==> src/rtl/io_device_bank_pkg.sv <==
// Shared constants for the memory-mapped I/O bank.
// Holds the active-low seven-segment glyphs (bit order g..a) and the
// bit position of the switch-change flag in I/O read data.
package io_device_bank_pkg;

  localparam logic [6:0] SEG_0     = 7'b1000000;
  localparam logic [6:0] SEG_1     = 7'b1111001;
  localparam logic [6:0] SEG_2     = 7'b0100100;
  localparam logic [6:0] SEG_3     = 7'b0110000;
  localparam logic [6:0] SEG_4     = 7'b0011001;
  localparam logic [6:0] SEG_5     = 7'b0010010;
  localparam logic [6:0] SEG_6     = 7'b0000010;
  localparam logic [6:0] SEG_7     = 7'b1111000;
  localparam logic [6:0] SEG_8     = 7'b0000000;
  localparam logic [6:0] SEG_9     = 7'b0010000;
  localparam logic [6:0] SEG_A     = 7'b0001000;
  localparam logic [6:0] SEG_B     = 7'b0000011;
  localparam logic [6:0] SEG_C     = 7'b1000110;
  localparam logic [6:0] SEG_D     = 7'b0100001;
  localparam logic [6:0] SEG_E     = 7'b0000110;
  localparam logic [6:0] SEG_F     = 7'b0001110;
  localparam logic [6:0] SEG_BLANK = 7'b1111111;

  localparam int unsigned IO_CHANGED_BIT = 31;

endpackage

==> src/rtl/io_device_bank_hex_to_seven_seg.sv <==
// Nibble to active-low seven-segment glyph decoder (full 0-F set).
// Ports: nibble (4-bit value), seg (7-bit segments g..a, active-low).
module hex_to_seven_seg
  import io_device_bank_pkg::*;
(
  input  logic [3:0] nibble,
  output logic [6:0] seg
);

  always_comb begin
    seg = SEG_BLANK;
    case (nibble)
      4'h0: seg = SEG_0;
      4'h1: seg = SEG_1;
      4'h2: seg = SEG_2;
      4'h3: seg = SEG_3;
      4'h4: seg = SEG_4;
      4'h5: seg = SEG_5;
      4'h6: seg = SEG_6;
      4'h7: seg = SEG_7;
      4'h8: seg = SEG_8;
      4'h9: seg = SEG_9;
      4'hA: seg = SEG_A;
      4'hB: seg = SEG_B;
      4'hC: seg = SEG_C;
      4'hD: seg = SEG_D;
      4'hE: seg = SEG_E;
      4'hF: seg = SEG_F;
    endcase
  end

endmodule

==> src/rtl/io_device_bank.sv <==
// Memory-mapped I/O register bank: HEX/LEDR/LEDG output registers written by
// decoded store strobes, seven-segment drive, synchronised + debounced
// switches, and a sticky switch-change flag returned on switch reads.
// Ports: clk, reset (async active-high); isHex/isLedr/isLedg write strobes;
// isIoOut/isSwitches read select; dataIn store data; sw raw switch pins;
// hex active-low segments; ledr/ledg LEDs; ioDataOut read data.
module io_device_bank
  import io_device_bank_pkg::*;
#(
  parameter int unsigned DATA_BIT_WIDTH  = 32,
  parameter int unsigned SW_WIDTH        = 10,
  parameter int unsigned LEDR_WIDTH      = 10,
  parameter int unsigned LEDG_WIDTH      = 8,
  parameter int unsigned HEX_DIGITS      = 4,
  parameter int unsigned DEBOUNCE_CYCLES = 250000,
  parameter int unsigned DB_CNT_WIDTH    = 18
) (
  input  logic                        clk,
  input  logic                        reset,
  input  logic                        isHex,
  input  logic                        isLedr,
  input  logic                        isLedg,
  input  logic                        isIoOut,
  input  logic                        isSwitches,
  input  logic [DATA_BIT_WIDTH-1:0]   dataIn,
  input  logic [SW_WIDTH-1:0]         sw,
  output logic [7*HEX_DIGITS-1:0]     hex,
  output logic [LEDR_WIDTH-1:0]       ledr,
  output logic [LEDG_WIDTH-1:0]       ledg,
  output logic [DATA_BIT_WIDTH-1:0]   ioDataOut
);

  localparam int unsigned HEX_BITS = 4 * HEX_DIGITS;
  localparam logic [DB_CNT_WIDTH-1:0] DB_LAST = DB_CNT_WIDTH'(DEBOUNCE_CYCLES - 1);

  logic [HEX_BITS-1:0]     hexReg;
  logic [SW_WIDTH-1:0]     swMeta;
  logic [SW_WIDTH-1:0]     swSync;
  logic [SW_WIDTH-1:0]     swStable;
  logic [DB_CNT_WIDTH-1:0] dbCnt;
  logic                    swChanged;
  logic                    readSw;
  logic                    unusedDataBits;

  assign readSw = isIoOut & isSwitches;

  // Only the low bits of the store data reach any register.
  assign unusedDataBits = ^dataIn;

  // Output registers: each strobe updates its own register independently.
  always_ff @(posedge clk or posedge reset) begin
    if (reset) begin
      hexReg <= '0;
      ledr   <= '0;
      ledg   <= '0;
    end else begin
      if (isHex)  hexReg <= dataIn[HEX_BITS-1:0];
      if (isLedr) ledr   <= dataIn[LEDR_WIDTH-1:0];
      if (isLedg) ledg   <= dataIn[LEDG_WIDTH-1:0];
    end
  end

  // Two-flop synchroniser for the asynchronous switch pins.
  always_ff @(posedge clk or posedge reset) begin
    if (reset) begin
      swMeta <= '0;
      swSync <= '0;
    end else begin
      swMeta <= sw;
      swSync <= swMeta;
    end
  end

  // Shared debounce counter; a read clears the change flag unless a new
  // debounced value lands on the same edge, so no event is lost.
  always_ff @(posedge clk or posedge reset) begin
    if (reset) begin
      swStable  <= '0;
      dbCnt     <= '0;
      swChanged <= 1'b0;
    end else begin
      if (readSw) swChanged <= 1'b0;
      if (swSync == swStable) begin
        dbCnt <= '0;
      end else if (dbCnt == DB_LAST) begin
        swStable  <= swSync;
        dbCnt     <= '0;
        swChanged <= 1'b1;
      end else begin
        dbCnt <= dbCnt + DB_CNT_WIDTH'(1);
      end
    end
  end

  // Read mux for the single-cycle load path.
  always_comb begin
    ioDataOut = '0;
    if (readSw) begin
      ioDataOut[SW_WIDTH-1:0]   = swStable;
      ioDataOut[IO_CHANGED_BIT] = swChanged;
    end
  end

  for (genvar i = 0; i < int'(HEX_DIGITS); i++) begin : g_digit
    hex_to_seven_seg uDecode (
      .nibble (hexReg[4*i +: 4]),
      .seg    (hex[7*i +: 7])
    );
  end

endmodule

==> config.mk <==
export PLATFORM = sky130hd
export DESIGN_NAME = io_device_bank
export DESIGN_NICKNAME = d
export VERILOG_FILES = /design/src/rtl/io_device_bank_pkg.sv /design/src/rtl/io_device_bank_hex_to_seven_seg.sv /design/src/rtl/io_device_bank.sv
export SDC_FILE = /design/constraint.sdc
export NUM_CORES = 1
export LEC_CHECK = 0
export BUFFER_PORTS_ARGS = -buffer_cell sky130_fd_sc_hd__buf_2
export CAP_MARGIN = 0
export CORE_UTILIZATION = 50
export DETAILED_ROUTE_END_ITERATION = 10
export GPL_TIMING_DRIVEN = 1
export HOLD_SLACK_MARGIN = 0.15
export PLACE_DENSITY_LB_ADDON = 0.1
export SYNTH_ARGS = -nofsm -noshare
export SYNTH_HDL_FRONTEND = slang
export SYNTH_HIERARCHICAL = 1
export SYNTH_SLANG_ARGS = --single-unit
==> constraint.sdc <==
create_clock -name clk -period 3.2 [get_ports clk]
set_clock_uncertainty 0.1 [all_clocks]
set_input_delay 0.8 -clock clk [delete_from_list [all_inputs] [get_ports clk]]
set_output_delay 0.8 -clock clk [all_outputs]
set_load 0.05 [all_outputs]
==> results of run 1 <==
cell families after synthesis:
| kind of cell | Yosys count | share of synthesized area |
|---|---|---|
| AO/OA/AOI/OAI | 25 | 0.0393 |
| XOR/XNOR | 26 | 0.0503 |
| adder cells (fa/ha/maj) | 29 | 0.0802 |
| buffers and inverters | 53 | 0.0708 |
| flip-flops | 83 | 0.459 |
| multiplexers | 68 | 0.178 |
| other | 1 | 0.000829 |
| AND/OR/NAND/NOR | 98 | 0.121 |
sequential cells by signal, indices dropped and copies added, names as in the netlist:
signal,flops
hexReg,16
swChanged,1
ledg,8
swMeta,10
swSync,10
swStable,10
ledr,10
dbCnt,18
metal layers:
metal  global-route usage  share of wire  up-vias
li1                     -              -     1446
met1                0.237           0.47     1416
met2                0.272           0.47       77
met3               0.0468          0.051        9
met4               0.0608          0.014        0
met5                    0              0        -
where the power goes:
group	switching [W]	internal, W	leakage [nW]
logic	0.000553	0.000255	1.52
registers	0.000116	0.00114	1.02
clock network	0.000412	0.000294	0.0844
worst paths after layout:
check	from	slack, ps	endpoint	cells past startpoint
setup / recovery	hexReg[5]	160	hex[7]	6
setup reg to reg	dbCnt[10]	940	dbCnt[6]	5
min in group asynchronous	reset	410	ledr[8]	2
hold reg to reg	swMeta[0]	260	swSync[0]	0
max in group asynchronous	reset	1890	dbCnt[4]	3
hold / removal	swMeta[0]	260	swSync[0]	0
cells in the final DEF (no fill, tap or decap), types with 2 or more instances in the layout:
cell | synthesis | final
buf_2 | 4 | 89
dfrtp_1 | 83 | 83
mux2_2 | 42 | 42
nor2_1 | 42 | 42
ha_1 | 29 | 29
conb_1 | 1 | 21
xnor2_1 | 19 | 19
mux2i_1 | 16 | 16
inv_1 | 16 | 15
and3_1 | 12 | 12
nand2_1 | 11 | 11
clkbuf_8 | 0 | 9
o21ai_0 | 8 | 8
a22o_1 | 8 | 8
xor2_1 | 7 | 7
mux2_1 | 6 | 6
nand3_1 | 5 | 5
nand4_1 | 4 | 4
a21oi_1 | 4 | 4
mux4_1 | 4 | 4
and2b_2 | 4 | 4
a32o_1 | 4 | 4
or3b_1 | 4 | 4
clkinvlp_4 | 0 | 3
buf_4 | 23 | 3
nor4_4 | 2 | 2
nor3_1 | 2 | 2
nor2b_1 | 2 | 2
inv_6 | 0 | 2
critical path, stage by stage, from the launching register on:
cell and delay [ps]:
dfrtp_1 450, inv_1 170, ha_1 210, and2b_2 230
or3b_1 360, o21ai_0 80, buf_2 290
Yosys cell counts, types with 2 or more instances:
master	instances	area share
mux4_1	4	0.023
a32o_1	4	0.0089
nor4_4	2	0.0094
buf_4	23	0.038
a21oi_1	4	0.0044
and3_1	12	0.017
inv_1	16	0.013
ha_1	29	0.080
o21ai_0	8	0.0089
buf_2	4	0.0044
mux2_2	42	0.10
xor2_1	7	0.014
nor2_1	42	0.035
nand4_1	4	0.0055
xnor2_1	19	0.037
or3b_1	4	0.0077
mux2i_1	16	0.035
a22o_1	8	0.015
clkbuf_1	5	0.0041
nor2b_1	2	0.0028
nand2_1	11	0.0091
and2b_2	4	0.0077
dfrtp_1	83	0.46
nor3_1	2	0.0022
mux2_1	6	0.015
buf_6	4	0.010
nand3_1	5	0.0055
metrics by stage:
step / setup slack, ps / instances / cell area, sq um / total power (W) / hold slack [ps]
floorplan: 163 / 403 / 4600 / 0.00195 / 231
global placement: 567 / 566 / 4940 / 0.00208 / 232
detailed placement: 545 / 566 / 4940 / 0.00209 / 239
CTS: 135 / 582 / 5130 / 0.00281 / 260
global route: 19.2 / 582 / 5130 / 0.00293 / 263
finish: 159 / 582 / 5130 / 0.00277 / 258
final cells by class:
class,instances,area [sq um]
Fill cell,767,3590
Multi-Input combinational cell,267,2200
Sequential cell,83,2080
Timing Repair Buffer,92,468
Tap cell,108,135
Clock buffer,9,124
Inverter,16,61.3
Clock inverter,7,60.1
==> key figures, run 1 <==
Clock network
  • CTS-repair resized insts: 0
  • CTS tree: built
  • Hold Buf Count CTS: 0
  • CTS buffer count: 9
  • Sink Count: 83
  • Clock slew seen by the registers of the worst setup and hold paths: 100 ps
  • Number of post-CTS setup repair buffers: 0
  • H-tree depth: 3
  • Clock Tree Buf Depth: 2
  • Worst-Skew Late Latency: 360 ps
  • CTS root buf: clkbuf_8

Global routing
  • GRT overflow: 0
  • Largest net degree at the start of global routing: 40
  • Total GRT Usage: 0.175
  • Vias in the first global route: 2839
  • First-pass GRT wire length: 13.4 mm
  • Initial antenna violation count: 0

Critical path
  • Startpoint types: register
  • Crit Path Category: reg2out
  • Crit. End Element: primary output
  • Maximum fanout along the worst path: 6
  • Crit path DAT: 2140 ps
  • Critical Path RT: 2300 ps

Placement
  • Detail Placement HPWL: 5.57 mm
  • Gpl congestion: 0.799
  • Port Buffers: 89

Power
  • Leak: 2.63 nW
  • Power Density: 541 mW/mm^2
  • Peak supply drop: 0.000380 V

Finish
  • Share of cells above drive strength 1: 0.342
  • Final Util: 0.588
  • ANT cells: 0
  • Layout area overhead: 13.3%
  • Nets: 547

Logic synthesis
  • Post-synthesis area per instance: 11.8 sq um
  • Post-synth EDFFs: 0
  • Synth cell types: 40
  • Async S/R FF share, synth: 1.00
  • Mapped cell area: 0.00452 sq mm
  • #FFs+latches synth: 83
  • Register area share after synthesis: 0.459
  • Post-Syn Instances: 383
  • Top FF cell, synth: dfrtp_1
  • Yosys Warn Count: 6

Die
  • Core Area: 0.00872 sq mm
  • Die area: 0.00943 sq mm
  • Row cnt: 34
  • Ports: 127
  • Die Ht: 97.1 um
  • Initial Util: 0.519
  • Die extent in x: 97.1 um

Drt
  • Final WL: 7.66 mm
  • Drc violations: 0
  • Wire per inst: 13.2 um
  • Total iterations of the first detailed-routing run: 4
  • Routed vias/inst: 5.07
  • Routed Antenna Nets: 0
  • Vias: 2948
  • Detailed Route Iter0 Violations: 100

Hold path
  • Worst hold path class: reg2reg

Timing
  • Unrepaired setup endpoints after global routing: no
  • TNS Setup: 0 ps
  • Final Max Slew Viols: 0
  • Relative slew slack: 0.563
  • Final Hold Violating Endpoints: 0
  • Final setup vio count: 0
  • Minimum clock period: 3040 ps
  • Actual slew at the worst max-slew pin: 655 ps
  • Fmax: 329 MHz
  • Crit share post-route: 0.950

Flow run
  • Max-Cap Viols: 0

Run status
  • Status: finished clean
(Power assumes the default switching activity.)
==> run 2, diff against run 1 <==
--- a/config.mk
+++ b/config.mk
@@ -14,5 +14,4 @@
 export PLACE_DENSITY_LB_ADDON = 0.1
 export SYNTH_ARGS = -nofsm -noshare
 export SYNTH_HDL_FRONTEND = slang
-export SYNTH_HIERARCHICAL = 1
 export SYNTH_SLANG_ARGS = --single-unit
==> constraint.sdc (replaced) <==
create_clock -name clk -period 3 [get_ports clk]
set_clock_uncertainty 0.1 [all_clocks]
set_input_delay 0.75 -clock clk [delete_from_list [all_inputs] [get_ports clk]]
set_output_delay 0.75 -clock clk [all_outputs]
set_load 0.05 [all_outputs]
==> run 2 against run 1 <==
- via count rose by 1.3%
- synthesized cell count rose by 2.1%
- highest routed layer unchanged
- setup slack got worse by 42 ps
- clock power rose by 13%
- largest power group unchanged
- register-to-register slack got worse by 110 ps
==> key figures, run 2 <==
Critical path
  • CP max stage cell: or3b_2
  • Crit path launch: hexReg[5]
  • End of the worst register-to-register path: dbCnt[16]
  • Maximum fanout along the worst path: 5
  • Critical Path RT: 2150 ps
  • Crit Path Category: reg2out
  • Crit path DAT: 2030 ps
  • Critical Path Stages: 6
  • Slowest stage delay, CP: 450 ps
  • Cell breakdown of the critical path: inv_1 > ha_1 > nor2b_1 > or3b_2 > o21ai_0 > clkbuf_4
  • R2r worst-path depth: 6
  • CP endpoint: hex[7]
  • FF-to-FF Start: dbCnt[0]
  • WP buf/inv: 2
  • Crit. End Element: primary output
  • Startpoint types: register
  • Reg-to-reg setup timing slack: 830 ps
  • Crit path max-delay family: simple AND/OR/NAND/NOR gates

Hold path
  • Worst hold path class: reg2reg
  • Hold path cells: 0

Power
  • Leak: 2.53 nW
  • Power Density: 590 mW/mm^2
  • Comb power frac: 0.275
  • Pint: 0.00187 W
  • Flop pwr share: 0.454
  • Switching Share: 0.365
  • Clk pwr share: 0.271
  • NetSw: 0.00108 W
  • Peak supply drop: 0.000365 V

Clock network
  • Hold Buf Count CTS: 0
  • Worst-Skew Late Latency: 340 ps
  • CTS root buf: clkbuf_8
  • CTS tree: built
  • Clock slew seen by the registers of the worst setup and hold paths: 90 ps
  • H-tree depth: 3
  • Clock Tree Buf Depth: 2
  • CTS buffer count: 9
  • Sink Count: 83

Die
  • Initial Util: 0.522
  • Die extent in x: 95.1 um
  • Core Area: 0.00830 sq mm
  • Die area: 0.00904 sq mm
  • Ports: 127
  • Row cnt: 33
  • Die Ht: 95.1 um

Placement
  • Port Buffers: 89
  • Gpl congestion: 0.894
  • Detail Placement HPWL: 5.61 mm

Finish
  • Commonest cells after routing, fill and taps aside: 86 x buf_2, 83 x dfrtp_1, 35 x mux2_2
  • Reg area: 0.00208 sq mm
  • ANT cells: 0
  • Max FFs per register: 18
  • Layout area overhead: 15.1%
  • Final Util: 0.601
  • Largest regs: dbCnt x18, hexReg x16
  • Share of cells above drive strength 1: 0.328
  • Fillers: 705
  • Nets: 550
  • Largest reg by FF count: dbCnt
  • Commonest non-fill, non-tap cell in the layout: buf_2
  • Multi-input logic area: 0.00204 sq mm

Global routing
  • Largest net degree at the start of global routing: 46
  • GRT overflow: 0
  • First-pass GRT wire length: 12.8 mm
  • Vias in the first global route: 2804
  • Total GRT Usage: 0.181
  • Initial antenna violation count: 0

Drt
  • Drc violations: 0
  • Routed vias/inst: 5.10
  • Total iterations of the first detailed-routing run: 4
  • Final WL: 7.76 mm
  • Vias: 2986
  • Detailed Route Iter0 Violations: 126
  • Routed Antenna Nets: 0
  • Wire per inst: 13.2 um

Flow run
  • Max-Cap Viols: 0

Timing
  • Fmax: 347 MHz
  • Relative slew slack: 0.545
  • Actual slew at the worst max-slew pin: 682 ps
  • Final setup vio count: 0
  • Final Max Slew Viols: 0
  • Crit share post-route: 0.961
  • TNS Setup: 0 ps
  • Unrepaired setup endpoints after global routing: no
  • Final Hold Violating Endpoints: 0
  • Hold slack: 253 ps
  • Minimum clock period: 2880 ps

Logic synthesis
  • Post-synth top area cell: dfrtp_1
  • Synth cell types: 42
  • Post-synth EDFFs: 0
  • Top post-synthesis cells by count: 83 x dfrtp_1, 35 x mux2_2, 34 x nor2_1, 32 x nand2_1, 25 x ha_1
  • Yosys Warn Count: 0
  • Register area share after synthesis: 0.479
  • Post-Syn Instances: 391
  • Post-synthesis area per instance: 11.1 sq um
  • Top-area cell type share of the netlist area: 0.479
  • #FFs+latches synth: 83
  • Async S/R FF share, synth: 1.00
  • Top FF cell, synth: dfrtp_1
  • Most common cell in the netlist: dfrtp_1
  • Synth area leaders: dfrtp_1 48%, mux2_2 9.1%, ha_1 7.2%
  • Mapped cell area: 0.00433 sq mm

Run status
  • Status: finished clean
run 2: kinds of logic (layout without fill, tap and decap cells):
family | count (synthesis) | in the layout | synth area share
and+or+nand+nor | 116 | 116 | 0.137
DFF | 83 | 83 | 0.479
buffers and inverters | 53 | 123 | 0.0696
muxes | 47 | 47 | 0.130
AOI/OAI and AO/OA | 41 | 41 | 0.0600
adders and majority gates | 25 | 25 | 0.0722
xor gates and xnor gates | 25 | 25 | 0.0505
other | 1 | 21 | 0.000865
run 2: cell type report:
class	instances	share of cell area
multi-input cells	275	0.408
well taps	105	0.0263
flip-flops and latches	83	0.416
repair buffers	91	0.0963
clock inverters	6	0.0128
inverters	16	0.0123
clock buffers	10	0.0276
run 2: worst min-delay path by stage:
stage	start	endpoint	slack, ps
CTS	swMeta[3]	swSync[3]	250
global route	swMeta[9]	swSync[9]	260
floorplan	swMeta[0]	swSync[0]	230
detailed placement	swMeta[3]	swSync[3]	230
global placement	swMeta[1]	swSync[1]	230
finish	swMeta[3]	swSync[3]	250
run 2: layer usage:
layer | part of all wire | GRT usage | wire length [um]
met4 | 0.018 | 0.0644 | 136
met3 | 0.053 | 0.0399 | 415
met5 | 0 | 0 | 0
met1 | 0.47 | 0.241 | 3620
met2 | 0.46 | 0.292 | 3590
run 2: power groups by stage:
stage	logic, W	clock network (W)	registers, W
after floorplan	0.000613	0	0.00140
after global placement	0.000802	0	0.00135
after detailed placement	0.000811	0	0.00136
after CTS	0.000812	0.000826	0.00134
after global routing	0.000871	0.000869	0.00136
final	0.000810	0.000798	0.00134
run 2: stage by stage:
step	area [sq um]	power (W)	worst slack (ps)	instances
finish	4990	0.00294	117	586
floorplan	4410	0.00201	13.2	411
global route	4990	0.00310	5.92	586
global placement	4770	0.00216	474	570
detailed placement	4770	0.00217	448	570
CTS	4970	0.00297	68.7	586
run 2: repair_timing:
item / CTS / global route
setup endpoints to repair: 0 / 3
endpoints found under the hold margin: 0 / 0
setup buffers: 0 / 0
gates resized for setup: 0 / 5
